## config.mk

```make
export PLATFORM = sky130hd
export DESIGN_NAME = qft_twiddle_feeder
export DESIGN_NICKNAME = d
export VERILOG_FILES = /design/src/rtl/qft_twiddle_feeder.sv
export SDC_FILE = /design/constraint.sdc
export NUM_CORES = 1
export LEC_CHECK = 0
export CORE_UTILIZATION = 35
export DETAILED_ROUTE_END_ITERATION = 7
export GPL_TIMING_DRIVEN = 1
export PLACE_DENSITY = 0.63
export SYNTH_ARGS = -nofsm -noshare
export SYNTH_HDL_FRONTEND = slang
export SYNTH_SLANG_ARGS = --single-unit
```

## constraint.sdc

```tcl
create_clock -name clk -period 2.6 [get_ports clk]
set_input_delay 0.52 -clock clk [delete_from_list [all_inputs] [get_ports clk]]
set_output_delay 0.52 -clock clk [all_outputs]
set_load 0.01 [all_outputs]
```

## src/rtl/qft_twiddle_feeder.sv

```systemverilog
// Feeds amplitudes plus controlled-phase twiddles to the complex multiplier, with a matching valid/index delay line.
// Optional QFT_INVERSE_EN: honour inv and conjugate the rotated twiddle.
`ifndef TOTAL_WIDTH
`define TOTAL_WIDTH 16
`endif
`ifndef FRAC_WIDTH
`define FRAC_WIDTH 14
`endif

module qft_twiddle_feeder #(
    parameter int LOG_N    = 3,
    parameter int MULT_LAT = 3
) (
    input  logic                             clk,
    input  logic                             rst_n,
    input  logic                             start,
    input  logic [3:0]                       k,
    input  logic [LOG_N-1:0]                 ctrl_mask,
    input  logic [LOG_N-1:0]                 tgt_mask,
    input  logic                             inv,
    input  logic                             in_valid,
    output logic                             in_ready,
    input  logic signed [`TOTAL_WIDTH-1:0]   in_re,
    input  logic signed [`TOTAL_WIDTH-1:0]   in_im,
    output logic signed [`TOTAL_WIDTH-1:0]   ar,
    output logic signed [`TOTAL_WIDTH-1:0]   ai,
    output logic signed [`TOTAL_WIDTH-1:0]   br,
    output logic signed [`TOTAL_WIDTH-1:0]   bi,
    output logic                             feed_valid,
    output logic [LOG_N-1:0]                 feed_idx,
    output logic                             prod_valid,
    output logic [LOG_N-1:0]                 prod_idx,
    output logic                             busy,
    output logic                             done,
    output logic                             cfg_err
);
    localparam int DATA_W = `TOTAL_WIDTH;
    localparam int FRAC_W = `FRAC_WIDTH;
    localparam int N      = 1 << LOG_N;
    localparam int CNT_W  = $clog2(MULT_LAT + 1);
    localparam logic [LOG_N-1:0] LAST_IDX = LOG_N'(N - 1);

    // Table entries are held in Q30 and rounded half-up to the working fraction width.
    function automatic logic signed [DATA_W-1:0] round_q30(input longint q30);
        longint r;
        r = (q30 + (longint'(1) <<< (29 - FRAC_W))) >>> (30 - FRAC_W);
        return r[DATA_W-1:0];
    endfunction

    function automatic logic signed [DATA_W-1:0] cos_tab(input logic [3:0] kk);
        case (kk)
            4'd1:    return round_q30(-64'sd1073741824);
            4'd2:    return round_q30(64'sd0);
            4'd3:    return round_q30(64'sd759250125);
            4'd4:    return round_q30(64'sd992008094);
            4'd5:    return round_q30(64'sd1053110176);
            4'd6:    return round_q30(64'sd1068571464);
            4'd7:    return round_q30(64'sd1072448455);
            4'd8:    return round_q30(64'sd1073418433);
            default: return round_q30(64'sd1073741824);
        endcase
    endfunction

    function automatic logic signed [DATA_W-1:0] sin_tab(input logic [3:0] kk);
        case (kk)
            4'd1:    return round_q30(64'sd0);
            4'd2:    return round_q30(64'sd1073741824);
            4'd3:    return round_q30(64'sd759250125);
            4'd4:    return round_q30(64'sd410903207);
            4'd5:    return round_q30(64'sd209476638);
            4'd6:    return round_q30(64'sd105245103);
            4'd7:    return round_q30(64'sd52686014);
            4'd8:    return round_q30(64'sd26350943);
            default: return round_q30(64'sd0);
        endcase
    endfunction

    typedef enum logic [1:0] {IDLE, RUN, DRAIN} state_t;

    state_t                    state, state_nxt;
    logic [LOG_N-1:0]          idx;
    logic [3:0]                k_q;
    logic [LOG_N-1:0]          ctrl_q, tgt_q;
    logic [CNT_W-1:0]          drain_cnt;
    logic                      xfer;
    logic                      rot_p0;
    logic signed [DATA_W-1:0]  br_p0, bi_p0;
    logic                      vld_p [MULT_LAT];
    logic [LOG_N-1:0]          idx_p [MULT_LAT];

`ifdef QFT_INVERSE_EN
    logic inv_q;
`else
    logic unused_inv;
    assign unused_inv = inv;
`endif

    assign xfer = in_valid & in_ready;

    always_ff @(posedge clk or negedge rst_n) begin
        if (!rst_n) state <= IDLE;
        else        state <= state_nxt;
    end

    always_comb begin
        state_nxt = state;
        in_ready  = 1'b0;
        done      = 1'b0;
        busy      = (state != IDLE);
        case (state)
            IDLE:  if (start) state_nxt = RUN;
            RUN: begin
                in_ready = 1'b1;
                if (in_valid && idx == LAST_IDX) state_nxt = DRAIN;
            end
            DRAIN: begin
                if (drain_cnt == '0 && prod_valid && prod_idx == LAST_IDX) begin
                    done      = 1'b1;
                    state_nxt = IDLE;
                end
            end
            default: state_nxt = IDLE;
        endcase
    end

    always_ff @(posedge clk or negedge rst_n) begin
        if (!rst_n) begin
            idx       <= '0;
            k_q       <= '0;
            ctrl_q    <= '0;
            tgt_q     <= '0;
            cfg_err   <= 1'b0;
            drain_cnt <= '0;
`ifdef QFT_INVERSE_EN
            inv_q     <= 1'b0;
`endif
        end else begin
            if (state == IDLE && start) begin
                idx     <= '0;
                k_q     <= k;
                ctrl_q  <= ctrl_mask;
                tgt_q   <= tgt_mask;
                cfg_err <= (k == 4'd0) || (k > 4'(LOG_N));
`ifdef QFT_INVERSE_EN
                inv_q   <= inv;
`endif
            end
            if (xfer && idx != LAST_IDX) idx <= idx + 1'b1;
            if (xfer && idx == LAST_IDX)
                drain_cnt <= CNT_W'(MULT_LAT);
            else if (state == DRAIN && drain_cnt != '0)
                drain_cnt <= drain_cnt - 1'b1;
        end
    end

    // Stage p0: twiddle selection for the amplitude being accepted this cycle.
    always_comb begin
        rot_p0 = ((idx & ctrl_q) == ctrl_q) && ((idx & tgt_q) != '0) && !cfg_err;
        br_p0  = round_q30(64'sd1073741824);
        bi_p0  = '0;
        if (rot_p0) begin
            br_p0 = cos_tab(k_q);
            bi_p0 = sin_tab(k_q);
`ifdef QFT_INVERSE_EN
            if (inv_q) bi_p0 = -sin_tab(k_q);
`endif
        end
    end

    // Stage p1: registered operands to the multiplier.
    always_ff @(posedge clk or negedge rst_n) begin
        if (!rst_n) begin
            ar         <= '0;
            ai         <= '0;
            br         <= '0;
            bi         <= '0;
            feed_valid <= 1'b0;
            feed_idx   <= '0;
        end else if (xfer) begin
            ar         <= in_re;
            ai         <= in_im;
            br         <= br_p0;
            bi         <= bi_p0;
            feed_valid <= 1'b1;
            feed_idx   <= idx;
        end else begin
            ar         <= '0;
            ai         <= '0;
            br         <= '0;
            bi         <= '0;
            feed_valid <= 1'b0;
        end
    end

    // Stages p2..: valid/index line matched to the multiplier latency.
    always_ff @(posedge clk or negedge rst_n) begin
        if (!rst_n) begin
            for (int i = 0; i < MULT_LAT; i++) begin
                vld_p[i] <= 1'b0;
                idx_p[i] <= '0;
            end
        end else begin
            vld_p[0] <= feed_valid;
            idx_p[0] <= feed_idx;
            for (int i = 1; i < MULT_LAT; i++) begin
                vld_p[i] <= vld_p[i-1];
                idx_p[i] <= idx_p[i-1];
            end
        end
    end

    assign prod_valid = vld_p[MULT_LAT-1];
    assign prod_idx   = idx_p[MULT_LAT-1];

endmodule

```

==> summary.txt, run 1 <==
STA
  – Fin crit share: 92.9%
  – Skew final: 0.0170 ns
  – Sum of negative setup slack: 0 ns
  – F_max: between 400 and 500 MHz
  – Max-slew violations: 0
  – Setup violators final: 0
  – Crit path time final: roughly 2.4 ns
  – Endpoints failing hold: 0
  – RSZ-0062 raised after global routing: no
  – Worst Tran Pin Value: 0.855 ns
  – WHS: 0.173 ns
  – Worst slew margin: 43.0%

Die
  – Initial Util: 36.8%
  – Die width: 104 microns
  – Core footprint: between 0.009 and 0.01 sq mm
  – Die area: between 0.01 and 0.015 sq mm
  – I/O pin count: 123
  – # rows: 36
  – Die Y: ~100 microns

Global route
  – Vias in the first global route: between 2000 and 2500
  – Remaining Overflow, GRT: 0
  – GRT Util Overall: 14.6%
  – Initial antenna violation count: 0
  – First-pass GRT wire length: roughly 12000 microns
  – Largest net degree at the start of global routing: 50

Power and ir drop
  – Reg power frac: 44.3%
  – Switching power: 1580 uW
  – Combinational share of power: 33.2%
  – Pwr dens: 885 mW/mm^2
  – P_int: between 2000 and 3000 uW
  – Cell leakage power: 0.00221 uW
  – Switching Share: 34.8%
  – Peak VDD IR: 0.000328 V
  – Clock group share of total power: between 20 and 25%

Logic synthesis
  – Mapped Area: roughly 0.0037 sq mm
  – Seq/Total Area, Yosys: 63.6%
  – Average cell area after synthesis: 13.1 sq um
  – Synth top area share: between 60 and 70%
  – Synth warn: 0
  – Post-synthesis compound-gate area fraction: just under 6%
  – Top cells by area, synth: dfrtp_1 64%, and2_1 5.5%, nor3_2 4.6%, mux2_2 4.0%, ha_1 3.8%
  – Synth Area in Simple Gates: a little under a fifth
  – Post-synthesis mux area share: ~4.0%
  – Post-synth top area cell: dfrtp_1
  – Post-Synth Adder-Cell Area: approximately 3.8%
  – Post-synthesis cell type count: 39
  – Largest family of logic cells by synthesized area: simple AND/OR/NAND/NOR gates
  – Cells after Synth: 280
  – XOR/XNOR Fraction of Synth Area: 0%
  – Yosys reg bits: just over 90
  – Syn Nets: between 300 and 400

Drt
  – DR vias/cell: ~4.5
  – Detailed router's first-iteration violation count: 109
  – DRC Markers: 0
  – Detailed-route wire length per cell: 13.9 microns
  – Vias: 2402
  – Post-route antenna net violation count: 0
  – First drt pass iteration count: 4
  – DRT Wirelength: 7370 microns

Clock network
  – Max Root-Sink Buffers: 2
  – Cts repair resizes: 0
  – Sink Count: 93
  – Worst-skew pair later-pin latency: 0.37 ns
  – Reg clk slew, reported paths: 0.10 ns
  – CTS Root Cell: clkbuf_8
  – TritonCTS Buffers: 9
  – TritonCTS clock tree: built
  – CTS H-Tree Depth: 3
  – # hold bufs at CTS: 0
  – Post-CTS Setup Inserts: 0

Worst setup path
  – Crit path kind: flop to output port
  – Critical path fanouts, max: 4
  – Crit path launch type: flop
  – Req. time, crit path: 2.08 ns
  – Critical Path End Type: output port
  – Worst Path Arrival: 1.90 ns

Place
  – Routability cong.: about 0.68
  – Port bufs: 120
  – Final HPWL DP: 5190 microns

Finish
  – Layout cells sized above 1: 15.1%
  – Fill cells: 880
  – Syn-to-layout area delta: 40.3%
  – Final #Nets: 450
  – Antenna Cells: 0

Outcome
  – Status: completed

Worst hold path
  – Worst Hold Class: input port to async pin

Flow run
  – Max Cap Viol: 0
-- power groups by stage --
stage | Clock (uW) | Sequential, uW | Combinational [uW]
2_1_floorplan | 0 | 1990 | 976
3_3_place_gp | 0 | 2030 | 1510
4_1_cts | 1060 | 2020 | 1540
3_5_place_dp | 0 | 2050 | 1530
5_1_grt | 1120 | 2070 | 1670
6_report | 1020 | 2010 | 1510
-- cell families after synthesis --
kind of cell	after synthesis
simple gates	103
flops	93
compound gates	30
buf+inv	29
mux	13
fa+ha+maj	11
other cells	1
-- flip-flops by register name, indices dropped and copies added (netlist names), 3 cells and up --
register and cells:
feed_idx 3, ctrl_q 3, idx 3, br 14, prod_idx 3, ai 16
bi 13, k_q 4, ar 16, tgt_q 3, idx_p 6
-- layout by cell type (no fill, tap or decap), types with 2 or more instances in the layout --
cell               n
nand2_1           18
a211oi_2           3
nand3_1            2
o21a_1             2
and2_1            32
a31oi_1            2
ha_1              11
clkdlybuf4s50_1  119
mux2_2            13
buf_4              4
nor3_2            17
inv_1              6
nand3b_1           2
clkbuf_8           9
nor2_1             6
dfrtp_1           93
a21oi_1            6
or3b_2             2
o221ai_1           2
a21boi_0           2
inv_8              3
nor2b_1            6
nor4_1             6
nor3_1             2
or2_2              4
o21ai_0            6
nand2b_1           3
-- stage by stage --
stage / cells / instance area (sq um) / setup WS (ns) / util, % / total power (uW)
after floorplan: 280 / 3660 / 0.949 / - / 2970
after global placement: 514 / 4920 / 0.219 / 49.5 / 3550
after detailed placement: 514 / 4920 / 0.177 / 49.5 / 3580
after CTS: 530 / 5140 / 0.159 / 51.6 / 4620
after global routing: 530 / 5140 / 0.0193 / 51.6 / 4860
final: 530 / 5140 / 0.184 / 51.6 / 4550
-- worst max-delay path: stages, from the launching register on --
cell	delay, ns
dfrtp_1	0.41
inv_1	0.07
ha_1	0.20
nand3_1	0.10
nor3_1	0.20
clkdlybuf4s50_1	0.56
-- path summary, 6_finish.rpt --
kind                               from      endpoint  slack [ns]  cells past startpoint
max in group asynchronous         rst_n  drain_cnt[1]        1.77                      2
min reg2reg                    idx_p[7]      idx_p[4]        0.35                      0
min in group clk               idx_p[7]      idx_p[4]        0.35                      0
max                        drain_cnt[0]          done        0.18                      5
max reg2reg                    state[1]         bi[9]        0.75                      4
min                               rst_n        bi[12]        0.17                      1
-- cells in the mapped netlist (all sizes together) --
cell type / number
clkbuf: 7
a211oi: 4
o22ai: 1
nor3: 19
o21a: 2
a221o: 1
and2: 32
and3b: 1
nor2b: 6
or3b: 2
ha: 11
o221ai: 2
o21bai: 1
conb: 1
o21ai: 6
nor4bb: 1
a21oi: 6
nand2: 18
or2: 4
nor2: 6
nand3: 2
nand2b: 3
or4b: 1
a31oi: 2
o41a: 1
a21o: 1
a21boi: 2
mux2: 13
a222oi: 1
nor4: 6
dfrtp: 93
inv: 6
nand3b: 2
buf: 16
-- layout make-up --
type	count	area, sq um	share of cell area (%)
clock inverters	7	88.8	1.73
multi-input cells	158	1170	22.7
clock buffers	9	124	2.41
repair buffers	124	1240	24.2
well taps	133	166	3.24
inverters	6	22.5	0.438
flip-flops and latches	93	2330	45.3
-- metal layers --
metal  GRT usage [%]  routed length (microns)
met3            5.20                      405
met5               0                        0
met1            18.7                     3350
met2            22.6                     3490
met4            5.71                      119
(Power assumes the default switching activity.)
==> inputs of run 2 (changes only) <==
==> constraint.sdc (replaced) <==
create_clock -name clk -period 2.6 [get_ports clk]
set_input_delay 0.39 -clock clk [delete_from_list [all_inputs] [get_ports clk]]
set_output_delay 0.39 -clock clk [all_outputs]
set_load 0.01 [all_outputs]
==> summary.txt, run 2 (same netlist as run 1, synthesis figures left out) <==
Clock network
  – Max Root-Sink Buffers: 2 (unchanged)
  – CTS H-Tree Depth: 3 (unchanged)
  – TritonCTS Buffers: 9 (unchanged)
  – Worst-skew pair later-pin latency: 0.36 ns (was 0.37 ns)
  – Cts repair resizes: 0 (unchanged)
  – TritonCTS clock tree: built (unchanged)
  – CTS Root Cell: clkbuf_8 (unchanged)
  – Sink Count: 93 (unchanged)
  – Reg clk slew, reported paths: 0.10 ns (about the same)
  – Post-CTS Setup Inserts: 0 (unchanged)
  – # hold bufs at CTS: 0 (unchanged)

Finish
  – Post-route design area: 0.00511 sq mm (was 0.00514 sq mm)
  – Layout cells sized above 1: 15.1% (unchanged)
  – Commonest non-fill, non-tap cell in the layout: clkdlybuf4s50_1 (unchanged)
  – Layout Cells excl Fill: 530 (unchanged)
  – Top Registers: ai (16), ar (16), br (14) (unchanged)
  – Antenna Cells: 0 (unchanged)
  – Final #Nets: 450 (unchanged)
  – Syn-to-layout area delta: 39.6% (was 40.3%)
  – Most frequent cells in the layout: 119 x clkdlybuf4s50_1, 93 x dfrtp_1, 32 x and2_1, 18 x nand2_1, 17 x nor3_2 (unchanged)

Power and ir drop
  – Cell leakage power: 0.00220 uW (was 0.00221 uW)
  – Peak VDD IR: 0.000408 V (was 0.000328 V)
  – Final total power: 4450 uW (was 4550 uW)
  – Pwr dens: 872 mW/mm^2 (was 885 mW/mm^2)

STA
  – RSZ-0062 raised after global routing: no (unchanged)
  – Fin crit share: 86.4% (was 92.9%)
  – Sum of negative setup slack: 0 ns (unchanged)
  – Max-slew violations: 0 (unchanged)
  – Worst Tran Pin Value: 0.864 ns (was 0.855 ns)
  – Setup violators final: 0 (unchanged)
  – Crit path time final: 2.25 ns (was 2.42 ns)
  – F_max: 445 MHz (was 414 MHz)
  – Worst slew margin: 42.4% (was 43.0%)
  – Skew final: 0.00970 ns (was 0.0170 ns)
  – Endpoints failing hold: 0 (unchanged)

Drt
  – Vias: 2408 (was 2402)
  – Detailed-route wire length per cell: 14.1 microns (was 13.9 microns)
  – Detailed router's first-iteration violation count: 106 (was 109)
  – DRT Wirelength: 7460 microns (was 7370 microns)
  – DR vias/cell: 4.54 (was 4.53)
  – Post-route antenna net violation count: 0 (unchanged)
  – First drt pass iteration count: 4 (unchanged)
  – DRC Markers: 0 (unchanged)

Global route
  – Remaining Overflow, GRT: 0 (unchanged)
  – GRT Util Overall: 14.6% (about the same)
  – Initial antenna violation count: 0 (unchanged)
  – Vias in the first global route: 2435 (was 2421)
  – Largest net degree at the start of global routing: 52 (was 50)
  – First-pass GRT wire length: 12400 microns (was 12300 microns)

Die
  – Core footprint: 0.00995 sq mm (unchanged)
  – I/O pin count: 123 (unchanged)
  – Initial Util: 36.8% (unchanged)
  – # rows: 36 (unchanged)
  – Die Y: 104 microns (unchanged)
  – Die area: 0.0109 sq mm (unchanged)
  – Die width: 104 microns (unchanged)

Worst setup path
  – Crit path launch type: flop (unchanged)
  – Worst Path Arrival: 1.86 ns (was 1.90 ns)
  – Req. time, crit path: 2.21 ns (was 2.08 ns)
  – Crit path kind: flop to output port (unchanged)
  – Critical Path End Type: output port (unchanged)
  – Critical path fanouts, max: 4 (unchanged)
  – Setup slack, reg-to-reg: 0.75 ns (about the same)

Place
  – Dpl cell area: 0.00492 sq mm (unchanged)
  – Placed instance count: 514 (unchanged)
  – Port bufs: 120 (unchanged)
  – Final HPWL DP: 5230 microns (was 5190 microns)
  – Routability cong.: 0.688 (was 0.676)

Outcome
  – Status: completed (unchanged)

Flow run
  – Max Cap Viol: 0 (unchanged)

Worst hold path
  – Worst Hold Class: input port to async pin (unchanged)
## run 2: changes by cell type in the layout (fill, tap and decap cells not counted), sizes merged
cell,before,now
bufinv,1,0
inv,10,11
## run 2: layout make-up
type                            instances  area, sq um
Sequential cell                        93         2330
Fill cell                             881         4840
Multi-Input combinational cell        158         1170
Clock inverter                          7         62.6
Timing Repair Buffer                  124         1240
Tap cell                              133          166
Clock buffer                            9          124
Inverter                                6         22.5
## run 2: routing by layer
layer / vias to the layer above / share of wire [%] / global-route usage [%] / wire, microns
met3: 7 / 6.2 / 5.08 / 462
met1: 1179 / 45 / 19.6 / 3380
li1: 1155 / - / - / -
met2: 67 / 47 / 21.6 / 3530
met5: - / 0 / 0 / 0
met4: 0 / 1.1 / 5.41 / 85
## run 2: worst paths after layout
kind,from,endpoint,cells past startpoint
worst max-delay path,drain_cnt[0],done,5
worst min-delay path,rst_n,bi[4],1
worst max register to register,state[1],bi[5],4
worst min register to register,vld_p[2],vld_p[1],0
max in group asynchronous,rst_n,drain_cnt[1],2
min in group clk,vld_p[2],vld_p[1],0
## run 2: critical path: stages, from the launching register on
cell and delay [ns]:
dfrtp_1 0.41, inv_1 0.07, ha_1 0.20, nand3_1 0.10, nor3_1 0.17, clkdlybuf4s50_1 0.56
## run 2: report_power, final
part	switching [uW]	total [uW]	internal [uW]
registers	263	2020	1750
clock network	548	918	370
logic	780	1520	741
total	1590	4450	2860
## run 2: stage by stage
step	setup WS, ns	hold WS [ns]	utilization (%)
2_1_floorplan	0.949	0.0944	-
3_3_place_gp	0.351	0.333	49.5
3_5_place_dp	0.306	0.335	49.5
4_1_cts	0.327	0.0725	51.3
5_1_grt	0.216	0.0932	51.3
6_report	0.352	0.0571	51.3
